[src/rtl/memory_f1_up_writer.sv]
// Write-side driver for the upper F1 mercury tank: waits for the target minor
// cycle, then serialises a short or long word LSB first onto f1_mib with the
// tank input and recirculation-clear gates held high for the whole word.
module memory_f1_up_writer #(
  parameter  int unsigned WORD_BITS = 17,
  parameter  int unsigned DIGITS    = 18,
  parameter  int unsigned SLOTS     = 32,
  localparam int unsigned LONG_BITS = 2 * WORD_BITS + 1,
  localparam int unsigned DIG_W     = $clog2(DIGITS),
  localparam int unsigned SLOT_W    = $clog2(SLOTS),
  localparam int unsigned CNT_W     = $clog2(2 * DIGITS)
) (
  input  logic                 f1_clk,
  input  logic                 f1_rst,
  input  logic                 f1_sync,
  input  logic                 wr_req,
  input  logic                 wr_long,
  input  logic [SLOT_W-1:0]    wr_addr,
  input  logic [LONG_BITS-1:0] wr_data,
  output logic                 wr_ack,
  output logic                 wr_done,
  output logic                 wr_err,
  output logic                 busy,
  output logic                 f1_mib,
  output logic                 f1_up_t1_in,
  output logic                 f1_up_t1_clr
);

  typedef enum logic [1:0] {
    ST_IDLE,
    ST_WAIT,
    ST_WRITE
  } state_e;

  state_e                state_q, state_d;
  logic [DIG_W-1:0]      dig_q, dig_d, dig_eff;
  logic [SLOT_W-1:0]     slot_q, slot_d, slot_eff;
  logic                  resync;

  logic [LONG_BITS-1:0]  data_q, data_d;
  logic                  long_q, long_d;
  logic [SLOT_W-1:0]     addr_q, addr_d;
  logic [CNT_W-1:0]      n_q, n_d;

  logic                  ack_q, ack_d;
  logic                  done_q, done_d;
  logic                  err_q, err_d;
  logic                  busy_q, busy_d;
  logic                  mib_q, mib_d;
  logic                  gate_q, gate_d;

  logic [SLOT_W-1:0]     prev_slot;
  logic [CNT_W-1:0]      last_n;
  logic [CNT_W-1:0]      bits_lim;
  logic [CNT_W-1:0]      nxt_n;

  // Effective tank position (sync forces 0,0) and its successor.
  always_comb begin
    dig_eff  = f1_sync ? '0 : dig_q;
    slot_eff = f1_sync ? '0 : slot_q;
    resync   = f1_sync && ((dig_q != '0) || (slot_q != '0));
    dig_d    = dig_eff + DIG_W'(1);
    slot_d   = slot_eff;
    if (dig_eff == DIG_W'(DIGITS - 1)) begin
      dig_d  = '0;
      slot_d = (slot_eff == SLOT_W'(SLOTS - 1)) ? '0 : slot_eff + SLOT_W'(1);
    end
  end

  // Digit/slot position counters.
  always_ff @(posedge f1_clk) begin
    if (f1_rst) begin
      dig_q  <= '0;
      slot_q <= '0;
    end else begin
      dig_q  <= dig_d;
      slot_q <= slot_d;
    end
  end

  // Slot preceding the target, word length and data-bit limit of the latched request.
  always_comb begin
    prev_slot = (addr_q == '0) ? SLOT_W'(SLOTS - 1) : addr_q - SLOT_W'(1);
    last_n    = long_q ? CNT_W'(2 * DIGITS - 1) : CNT_W'(DIGITS - 1);
    bits_lim  = long_q ? CNT_W'(LONG_BITS) : CNT_W'(WORD_BITS);
    nxt_n     = n_q + CNT_W'(1);
  end

  // Next-state and registered-output logic; outputs lead the digit they drive by one cycle.
  always_comb begin
    state_d = state_q;
    data_d  = data_q;
    long_d  = long_q;
    addr_d  = addr_q;
    n_d     = n_q;
    ack_d   = 1'b0;
    done_d  = 1'b0;
    err_d   = 1'b0;
    busy_d  = busy_q;
    mib_d   = 1'b0;
    gate_d  = 1'b0;

    unique case (state_q)
      ST_IDLE: begin
        busy_d = 1'b0;
        if (wr_req) begin
          data_d  = wr_data;
          long_d  = wr_long;
          addr_d  = wr_long ? {wr_addr[SLOT_W-1:1], 1'b0} : wr_addr;
          ack_d   = 1'b1;
          busy_d  = 1'b1;
          state_d = ST_WAIT;
        end
      end
      ST_WAIT: begin
        if ((slot_eff == prev_slot) && (dig_eff == DIG_W'(DIGITS - 1))) begin
          state_d = ST_WRITE;
          n_d     = '0;
          gate_d  = 1'b1;
          mib_d   = data_q[0];
        end
      end
      ST_WRITE: begin
        if (resync) begin
          state_d = ST_IDLE;
          err_d   = 1'b1;
          busy_d  = 1'b0;
        end else if (n_q == last_n) begin
          state_d = ST_IDLE;
          done_d  = 1'b1;
          busy_d  = 1'b0;
        end else begin
          n_d    = nxt_n;
          gate_d = 1'b1;
          mib_d  = (nxt_n < bits_lim) ? data_q[nxt_n] : 1'b0;
        end
      end
      default: begin
        state_d = ST_IDLE;
        busy_d  = 1'b0;
      end
    endcase
  end

  // FSM state, latched request and output registers.
  always_ff @(posedge f1_clk) begin
    if (f1_rst) begin
      state_q <= ST_IDLE;
      data_q  <= '0;
      long_q  <= 1'b0;
      addr_q  <= '0;
      n_q     <= '0;
      ack_q   <= 1'b0;
      done_q  <= 1'b0;
      err_q   <= 1'b0;
      busy_q  <= 1'b0;
      mib_q   <= 1'b0;
      gate_q  <= 1'b0;
    end else begin
      state_q <= state_d;
      data_q  <= data_d;
      long_q  <= long_d;
      addr_q  <= addr_d;
      n_q     <= n_d;
      ack_q   <= ack_d;
      done_q  <= done_d;
      err_q   <= err_d;
      busy_q  <= busy_d;
      mib_q   <= mib_d;
      gate_q  <= gate_d;
    end
  end

  assign wr_ack       = ack_q;
  assign wr_done      = done_q;
  assign wr_err       = err_q;
  assign busy         = busy_q;
  assign f1_mib       = mib_q;
  assign f1_up_t1_in  = gate_q;
  assign f1_up_t1_clr = gate_q;

endmodule

[config.mk]
export PLATFORM = sky130hd
export DESIGN_NAME = memory_f1_up_writer
export DESIGN_NICKNAME = d
export VERILOG_FILES = /design/src/rtl/memory_f1_up_writer.sv
export SDC_FILE = /design/constraint.sdc
export NUM_CORES = 1
export LEC_CHECK = 0
export CORE_UTILIZATION = 45
export DETAILED_ROUTE_END_ITERATION = 6
export PLACE_DENSITY_LB_ADDON = 0.15
export SYNTH_ARGS = -nofsm -noshare
export SYNTH_HDL_FRONTEND = slang
export SYNTH_SLANG_ARGS = --single-unit
[constraint.sdc]
create_clock -name f1_clk -period 2.8 [get_ports f1_clk]
set_input_delay 0.7 -clock f1_clk [delete_from_list [all_inputs] [get_ports f1_clk]]
set_output_delay 0.7 -clock f1_clk [all_outputs]
set_load 0.005 [all_outputs]
==> results.toml, run 1 <==
[outcome]
outcome = "complete, no violations"

[timing]
post-route-period-util_pct = 94.62
rsz0062_at_grt = "no"
hold_viol_final = 0
fmax_ghz = 0.3775
slew_headroom_pct = 53.22
fin_crit_ps = 2649
slew_violations = 0
worst_slew_pin_slew_ps = 701.7
final-setup-viol-count = 0
finClkSkew_ps = 9.468

[worst_setup_path]
max_stage_delay_ps = 580
cp-start-kind = "flip-flop"
crit_arrival_ps = 2880
crit_start = "n_q[0]"
slowest_stage = "mux4_2"
path_cells = "ha_1 > mux4_2 > mux4_2 > a2111oi_0 > a211o_1 > a21oi_2"
r2r-start = "n_q[0]"
critical_path_class = "reg -> reg"
crit_fanout = 6
endpoint_kind = "flip-flop"
critPathMostFrequentCell = "mux4_2"
cp.required_ps = 3030

[synthesis]
syn_nets = 437
synth_edf_count = 0
synthFlopType = "dfxtp_1"
synthCells = 380
seq_area_frac_synth_pct = 40.14
synth.area.top_cells = "dfxtp_1 40%, nand2_1 11%, a21oi_1 7.7%"
synth_cell_types = 49
syn_area_um2 = 3242
syn_area_per_cell_um2 = 8.531
ys_warn_count = 0
netlist.top_cell.by_area = "dfxtp_1"
synth_top_area_share_pct = 40.14
async_flop_share_pct = 0
synth_seq_cells = 65

[routing]
drc_errors = 0
vias = 2784
routedWlPerCell_um = 13.10
viasPerCell = 5.165
drt_iter0_drc = 128
firstDrtPassIters = 5
ant_nets = 0
wl_mm = 7.061

[clock_tree]
clock_latency_ps = 340
numClockSinks = 65
clockRootBuffer = "clkbuf_8"
cts_made_buffers = 9
clk_pin_slew_ps = 80
holdBufCountCts = 0
cts_max_path_buffers = 2
tritoncts = "done"
h-tree-depth = 3

[power]
finalPower_uw = 2422
p_per_area_nw_per_um2 = 585.9
vdd_drop_max_mv = 0.4584
power_leakage_uw = 0.001598

[place]
globalplace.congestion = 0.8032
hpwlAfterDp_mm = 4.964
placement.cell_area_um2 = 3923
io_buffers = 51

[grt]
grt_pass1_vias = 2541
antenna_found_initial = 0
globalRouteOverflowTotal = 0
grt_util_all_layers_pct = 20.68
grt_pass1_wl_mm = 11.95
grt_max_degree = 43

[finish]
fillCellCount = 612
diodes = 0
post-route-util_pct = 60.16
multi_input_comb_area_um2 = 1814
drive_gt1_share_pct = 13.09
final_cell_area_um2 = 4133
area_delta_synth_final_pct = 27.48
seqCellArea_um2 = 1301
fin_nets = 495

[run]
maxCapViolCount = 0

[floorplan]
dieArea_um2 = 7547
coreArea_um2 = 6869
die_w_um = 86.88
start_util_pct = 47.19
row_count = 30
die_y_um = 86.88
io_pins = 52

[hold_path]
hp-start = "data_q[15]"
hold_path.class = "reg -> reg"
critical path, delay by kind of cell (launching register included):
family | cells | cell delay [ps]
flip-flops | 1 | 320
multiplexers | 2 | 1040
adder cells (fa/ha/maj) | 1 | 510
AO/OA/AOI/OAI | 3 | 670
cell families after synthesis:
group | Yosys count | share of synthesized area, %
simple gates | 169 | 25.13
buf+inv | 32 | 3.975
mux | 21 | 9.996
flops | 65 | 40.14
xor+xnor | 11 | 2.972
fa+ha+maj | 12 | 4.631
compound gates | 70 | 13.16
routing by layer:
| layer | track usage, % | routed length [um] | part of all wire (%) | vias up |
|---|---|---|---|---|
| met3 | 5.118 | 263 | 3.7 | 9 |
| met5 | 0 | 0 | 0 | - |
| met2 | 28.27 | 2908 | 41 | 53 |
| met4 | 7.273 | 98 | 1.4 | 0 |
| li1 | - | - | - | 1426 |
| met1 | 31.20 | 3790 | 54 | 1296 |
cell usage after synthesis (all sizes together), types with 3 or more instances:
master and instances:
or4 4, nor4 4, nand2 96, ha 12, clkbuf 17, buf 6, inv 9, nor2 9
xor2 5, dfxtp 65, nand3 13, nor3 6, mux2i 11, xnor2 6, o21ai 3, a21oi 51
nor2b 8, and3 3, mux4 9, nand2b 13
final timing paths:
check                           slack [ps]    endpoint  depth (start not counted)
worst max-delay path                   150      f1_mib                          6
worst min-delay path                   450  data_q[15]                          2
worst max register to register         150      f1_mib                          6
worst min register to register         450  data_q[15]                          2
state kept, by name, summed over array words and instances, names as in the netlist, 2 cells and up:
register and flops:
data_q 35, slot_q 5, n_q 6, dig_q 5, addr_q 5, state_q 2
timing repair:
action                                  CTS  global route
gates resized for setup                   1             0
endpoints found under the hold margin     0             0
setup buffers                             1             0
endpoints found under the setup margin    6             0
power by group:
part / internal [uW] / switching (uW) / total, uW
logic: 251 / 278 / 529
clock network: 438 / 377 / 816
registers: 1020 / 56.6 / 1080
total: 1710 / 712 / 2420
final cells by class:
cell class              count  area share [%]
multi-input cells         283           43.90
flip-flops and latches     65           31.49
repair buffers             70           15.96
clock buffers              10           3.330
well taps                  96           2.906
clock inverters             6           1.605
inverters                   9          0.8174
placed cells by master (no fill, tap or decap), types with 10 or more instances in the layout:
cell type / synthesis / final
nand2_1: 96 / 96
dfxtp_1: 65 / 65
a21oi_1: 50 / 50
clkdlybuf4s50_1: 0 / 49
buf_4: 2 / 18
nand2b_1: 13 / 13
ha_1: 12 / 12
nand3_1: 11 / 11
mux2i_1: 11 / 11
clkbuf_8: 0 / 10
through the flow:
| step | instances | setup slack (ps) | hold slack, ps | setup TNS [ps] |
|---|---|---|---|---|
| after floorplan | 380 | 10.24 | 432.9 | 0 |
| after global placement | 522 | -310.1 | 440.0 | -2425 |
| after detailed placement | 522 | -373.9 | 445.9 | -2973 |
| after CTS | 539 | 114.6 | 456.7 | 0 |
| after global routing | 539 | 16.01 | 465.4 | 0 |
| final | 539 | 150.7 | 454.8 | 0 |
Note: power is estimated with default switching activity, not from simulation.
==> run 2, diff against run 1 <==
- CORE_ASPECT_RATIO: default -> 0.75
==> run 2 against run 1 <==
Total power increased by 2.9%. Core utilization decreased by 0.29 points. Final area about the same. Global-route usage decreased by 0.47 points. Non-clock buffer count decreased by 4.
==> results.toml, run 2 (synthesis gave the netlist of run 1 again) <==
[power]
power_leakage_uw = 0.001582
p_switching_uw = 724.4
p_per_area_nw_per_um2 = 603.2
vdd_drop_max_mv = 0.2709
clock_power_share_pct = 35.7
finalPower_uw = 2491
swShare_pct = 29.08
p_comb_share_pct = 20.9
p_int_uw = 1766
p_seq_share_pct = 43.4

[routing]
wl_mm = 7.283
routedWlPerCell_um = 13.56
ant_nets = 0
drc_errors = 0
viasPerCell = 5.168
vias = 2775
drt_iter0_drc = 96
firstDrtPassIters = 4

[timing]
final-setup-viol-count = 0
setup_tns_ps = 0
fmax_ghz = 0.3791
slew_violations = 0
finClkSkew_ps = 15.36
hold_viol_final = 0
worst_slew_pin_slew_ps = 712.5
post-route-period-util_pct = 94.20
hold_ws_ps = 454.9
fin_crit_ps = 2638
slew_headroom_pct = 52.50
rsz0062_at_grt = "no"

[place]
globalplace.congestion = 0.7932
io_buffers = 51
post-place-cells = 521
hpwlAfterDp_mm = 5.207

[floorplan]
dieArea_um2 = 7551
die_y_um = 75.51
io_pins = 52
die_w_um = 100.0
coreArea_um2 = 6897
start_util_pct = 47.01
row_count = 26

[finish]
fin_nets = 491
final_common_cell = "nand2_1"
diodes = 0
final_cell_mix = "96 x nand2_1, 65 x dfxtp_1, 50 x a21oi_1, 49 x clkdlybuf4s50_1, 15 x buf_4"
post-route-util_pct = 59.87
final_cells = 537
area_delta_synth_final_pct = 27.36
drive_gt1_share_pct = 12.30
largest_reg_flops = 35
largest_register = "data_q"
top_regs = "data_q (35), n_q (6)"

[worst_setup_path]
critical_path_class = "reg -> reg"
crit_start = "n_q[0]"
crit_arrival_ps = 2870
cp.required_ps = 3030
r2r-start = "n_q[0]"
cp-start-kind = "flip-flop"
r2r_setup_slack_ps = 160
crit_fanout = 6
endpoint_kind = "flip-flop"

[clock_tree]
tritoncts = "done"
numClockSinks = 65
cts_max_path_buffers = 2
cts_made_buffers = 9
clock_latency_ps = 350
h-tree-depth = 3
clk_pin_slew_ps = 70
clockRootBuffer = "clkbuf_8"

[grt]
grt_pass1_wl_mm = 11.65
grt_pass1_vias = 2501
globalRouteOverflowTotal = 0
antenna_found_initial = 0
grt_util_all_layers_pct = 20.21
grt_max_degree = 43

[hold_path]
hold_path.class = "reg -> reg"
hp-start = "data_q[31]"

[outcome]
outcome = "complete, no violations"

[run]
maxCapViolCount = 0
[run 2: cell count changes in the layout (fill, tap and decap cells not counted)]
cell | before | now
inv_6 | 1 | 2
buf_12 | 1 | 0
o31ai_4 | 0 | 1
o31ai_2 | 1 | 0
clkbuf_8 | 10 | 9
nand3_2 | 2 | 1
clkinv_2 | 2 | 1
bufinv_16 | 1 | 2
nand3_4 | 0 | 1
buf_4 | 18 | 15
[run 2: worst paths after layout]
path / endpoint / cells past startpoint
max reg2reg: f1_mib / 6
min: data_q[31] / 2
min reg2reg: data_q[31] / 2
max: f1_mib / 6
[run 2: worst max-delay path, stage by stage, from the launching register on]
cell and delay (ps):
dfxtp_1 330, ha_1 480, mux4_2 570, mux4_2 500, a2111oi_0 420, a211o_1 170, a21oi_2 50
[run 2: repair_timing]
action,in CTS,in global routing
hold buffers,0,0
endpoints found under the hold margin,0,0
buffers inserted,0,0
resized for setup,3,0
endpoints found under the setup margin,6,0
[run 2: per-stage QoR]
step	area (um2)	setup WS [ps]
final	4129	162.3
after floorplan	3246	10.24
after global placement	3890	-320.5
after detailed placement	3890	-394.9
after global routing	4129	37.68
after CTS	4129	112.4
[run 2: cell type report]
type                            instances  area (um2)
Fill cell                             652        2768
Clock inverter                          7       100.1
Inverter                                9       33.78
Timing Repair Buffer                   66       616.8
Sequential cell                        65        1301
Clock buffer                            9       123.9
Tap cell                               98       122.6
Multi-Input combinational cell        283        1831
[run 2: per-layer routing]
| metal | up-vias | part of all wire, % | GRT usage [%] |
|---|---|---|---|
| li1 | 1420 | - | - |
| met2 | 81 | 41 | 30.34 |
| met1 | 1264 | 53 | 28.58 |
| met3 | 10 | 5.2 | 5.780 |
| met5 | - | 0 | 0 |
| met4 | 0 | 1.1 | 5.797 |
[run 2: power groups by stage]
stage	combinational (uW)	sequential [uW]	clock [uW]
after detailed placement	507	1100	0
final	521	1080	889
after global placement	501	1100	0
after CTS	523	1080	903
after floorplan	353	1080	0
after global routing	580	1090	947
==> run 3, diff against run 2 <==
- CTS_BUF_LIST: default -> sky130_fd_sc_hd__clkbuf_16
==> run 3 against run 2 <==
Total power grew 13%. Sequential share of layout area shrank 0.76 points. Critical endpoint unchanged. Clock-buffer cell count is the same. Highest routed layer unchanged. Combinational power is essentially flat.
==> results.toml, run 3 (synthesis gave the netlist of run 1 again) <==
[outcome]
outcome = "complete, no violations"

[floorplan]
coreArea_um2 = 6897
dieArea_um2 = 7551
row_count = 26
start_util_pct = 47.01
io_pins = 52
die_y_um = 75.51
die_w_um = 100.0

[finish]
area_delta_synth_final_pct = 30.49
top_regs = "data_q (35), n_q (6)"
final_cell_mix = "96 x nand2_1, 65 x dfxtp_1, 50 x a21oi_1, 49 x clkdlybuf4s50_1, 15 x buf_4"
diodes = 0
fillCellCount = 626
final_common_cell = "nand2_1"
largest_reg_flops = 35
fin_nets = 491
drive_gt1_share_pct = 12.30
largest_register = "data_q"

[clock_tree]
numClockSinks = 65
clock_latency_ps = 330
cts_made_buffers = 9
tritoncts = "done"
cts_max_path_buffers = 2
clockRootBuffer = "clkbuf_16"
clk_pin_slew_ps = 60
holdBufCountCts = 0
h-tree-depth = 3

[worst_setup_path]
crit_fanout = 6
cp.required_ps = 3010
cp-start-kind = "flip-flop"
r2r_setup_slack_ps = 160
r2r-end = "f1_mib"
crit_arrival_ps = 2860
critical_path_class = "reg -> reg"
max_stage_delay_ps = 570
crit_start = "n_q[0]"
path_cells = "ha_1 > mux4_2 > mux4_2 > a2111oi_0 > a211o_1 > a21oi_2"
slowest_stage = "mux4_2"
worstRegToRegCells = 6
critPathMostFrequentCell = "mux4_2"
cp-endpoint = "f1_mib"
endpoint_kind = "flip-flop"
r2r-start = "n_q[0]"

[timing]
hold_viol_final = 0
finClkSkew_ps = 8.694
hold_ws_ps = 452.6
post-route-period-util_pct = 94.45
worst_slew_pin_slew_ps = 707.8
setup_tns_ps = 0
rsz0062_at_grt = "no"
fmax_ghz = 0.3781
final-setup-viol-count = 0
fin_crit_ps = 2645
slew_headroom_pct = 52.38
slew_violations = 0

[place]
hpwlAfterDp_mm = 5.207
globalplace.congestion = 0.7932
io_buffers = 51

[routing]
routedWlPerCell_um = 13.74
viasPerCell = 5.214
vias = 2800
drt_iter0_drc = 102
firstDrtPassIters = 4
wl_mm = 7.380
drc_errors = 0
ant_nets = 0

[grt]
grt_util_all_layers_pct = 20.60
grt_pass1_wl_mm = 11.85
grt_max_degree = 43
antenna_found_initial = 0
grt_pass1_vias = 2522
globalRouteOverflowTotal = 0

[power]
p_per_area_nw_per_um2 = 663.1
vdd_drop_max_mv = 0.3162
finalPower_uw = 2805
power_leakage_uw = 0.001628

[hold_path]
hold_path.class = "reg -> reg"

[run]
maxCapViolCount = 0
[run 3: cell types whose count changed in the layout (fill, tap and decap cells not counted)]
cell,change
clkbuf_8,-9
clkbuf_16,+9
[run 3: what timing repair did]
| action | in CTS | in global routing |
|---|---|---|
| buffers inserted | 0 | 0 |
| resized for setup | 3 | 0 |
| setup endpoints to repair | 6 | 0 |
[run 3: area by class of cell]
type	instances	area [um2]	share of cell area, %
clock buffers	9	225.2	5.324
clock inverters	7	100.1	2.366
flip-flops and latches	65	1301	30.76
inverters	9	33.78	0.7986
well taps	98	122.6	2.899
repair buffers	66	616.8	14.58
multi-input cells	283	1831	43.27
[run 3: critical path: cells and delay by family (launching register included)]
family | cells | cell delay, ps
AOI/OAI and AO/OA | 3 | 650
adders and majority gates | 1 | 500
DFF | 1 | 330
muxes | 2 | 1060
[run 3: through the flow]
step	setup WS (ps)	utilization [%]	area, um2	cells
finish	155.5	61.34	4230	537
global route	49.02	61.34	4230	537
CTS	121.0	61.34	4230	537
detailed placement	-394.9	56.40	3890	521
global placement	-320.5	56.40	3890	521
floorplan	10.24	-	3246	380
[run 3: power breakdown]
part           internal (uW)  switching [uW]
clock network            786             416
registers               1020            61.6
logic                    237             283
total                   2050             760
[run 3: per-layer routing]
| layer | global-route usage [%] | wire length (um) | vias up |
|---|---|---|---|
| met5 | 0 | 0 | - |
| met4 | 5.314 | 65 | 0 |
| met3 | 6.330 | 503 | 6 |
| li1 | - | - | 1419 |
| met2 | 31.11 | 3097 | 102 |
| met1 | 28.92 | 3714 | 1273 |
[run 3: worst min-delay path by stage]
stage,cells past startpoint,to,slack [ps],start
floorplan,2,data_q[34],430,data_q[34]
global placement,2,data_q[29],440,data_q[29]
detailed placement,2,data_q[13],450,data_q[13]
CTS,2,data_q[31],460,data_q[31]
global route,2,data_q[1],470,data_q[1]
finish,2,data_q[13],450,data_q[13]
==> patch (settings of run 1) <==
The output `wr_err` loses its register stage (`err_q` becomes a continuous assignment).
--- a/src/rtl/memory_f1_up_writer.sv
+++ b/src/rtl/memory_f1_up_writer.sv
@@ -152,7 +152,6 @@
       n_q     <= '0;
       ack_q   <= 1'b0;
       done_q  <= 1'b0;
-      err_q   <= 1'b0;
       busy_q  <= 1'b0;
       mib_q   <= 1'b0;
       gate_q  <= 1'b0;
@@ -164,12 +163,13 @@
       n_q     <= n_d;
       ack_q   <= ack_d;
       done_q  <= done_d;
-      err_q   <= err_d;
       busy_q  <= busy_d;
       mib_q   <= mib_d;
       gate_q  <= gate_d;
     end
   end
+
+  assign err_q = err_d;
 
   assign wr_ack       = ack_q;
   assign wr_done      = done_q;
Formal check against the unedited RTL: same outputs for any inputs over 10 cycles, from zero or initial values and one cycle with f1_rst high; that may be too few to reach the edited logic, so the function may still have changed.
==> patch against run 1 <==
Clock skew grew 0.0025 ns; combinational power up 3%; sequential share of layout area down 1.9 points; total power fell by 1.5%; setup slack better by 0.20 ns; via count up 10%; largest cell class unchanged; worst hold slack worse by 0.0017 ns; fmax is 8.0% higher; sequential cell count fell by 1; final area is 5.1% higher; area after synthesis grew 4.6%; synthesized cell count up 8.7%; global-route usage is 0.39 points higher; routed wire length increased by 11%.
==> patch: results (changes against run 1) <==
- The footprint of the multi-input gates is 1980 sq um (+9.2%).
- Ranked by total cell area, the synthesized netlist is headed by sky130_fd_sc_hd__dfxtp_1, sky130_fd_sc_hd__nand2_1, sky130_fd_sc_hd__a21oi_1.
- The fill cell total of the finished layout is 668 (+9.2%).
- The peak fanout along the critical path is 3 (-3).
- The multiplexer area fraction after synthesis was 7.41% (-2.6 points).
- The delay of the slowest cell on the worst path is 0.54 ns (-0.04 ns).
- The clock buffer count in the final layout is 9 (-1).
- The clock skew is 0.0119 ns (+0.00246 ns).
- The post-synthesis area per instance is 8.21 sq um (-3.7%).
- The portion of the post-synthesis area used by sequential elements is 37.8% (-2.4 points).
- The post-place instance area is 4090 sq um (+4.3%).
- The transition time at the pin with the least slew margin is 0.575 ns (-0.127 ns).
- The run finished with clean final reports.
- The design internal power is 1.67 mW (-2.4%).
- The detailed-placement wirelength estimate is 5700 um (+15%).
- The worst slack after detailed placement is -0.191 ns (+0.182 ns).
- The number of instances in the placed design was 556 (+6.5%).
- The XOR/XNOR share of the synthesized area is 3.36% (+0.38 points).
- The switching share of power is 30.0% (+0.61 points).
- The number of iterations in the first detailed-routing pass came to 4 (-1).
- The overall routing resource usage is 21.1% (+0.39 points).
- The post-synthesis compound-gate area fraction is 18.4% (+5.2 points).
- The fraction of cell area in non-clock buffers is 16.3% (+0.32 points).
- The number of cells traversed by the worst register-to-register path came to 7 (+1).
- The adder-cell share of the synthesized area is 4.43% (-0.21 points).
- The placer congestion estimate is 0.799 (-0.50%).
- The flip-flop and latch count after synthesis came to 64 (-1.5%).
- The cell with the largest stage delay on the worst path is sky130_fd_sc_hd__or4_4.
- The launching instance or port of the critical path is dig_q[0].
patch: cell count changes after synthesis, moves of 3 or more:
cell / before / now
sky130_fd_sc_hd__a21boi_0: 0 / 4
sky130_fd_sc_hd__a21oi_1: 50 / 56
sky130_fd_sc_hd__clkbuf_1: 17 / 24
sky130_fd_sc_hd__inv_1: 9 / 12
sky130_fd_sc_hd__mux2i_1: 11 / 6
sky130_fd_sc_hd__nand2_1: 96 / 101
sky130_fd_sc_hd__nand2b_1: 13 / 5
sky130_fd_sc_hd__nor2_1: 9 / 14
sky130_fd_sc_hd__nor3_1: 6 / 9
sky130_fd_sc_hd__o211ai_1: 1 / 5
sky130_fd_sc_hd__o41ai_1: 0 / 4
patch: metal layers:
layer  vias up  share of wire [%]  GRT usage, %
li1       1561                  -             -
met1      1429                 52          30.5
met2        63                 44          32.0
met3         9                3.1          3.45
met4         0                1.2          6.74
met5         -                  0             0
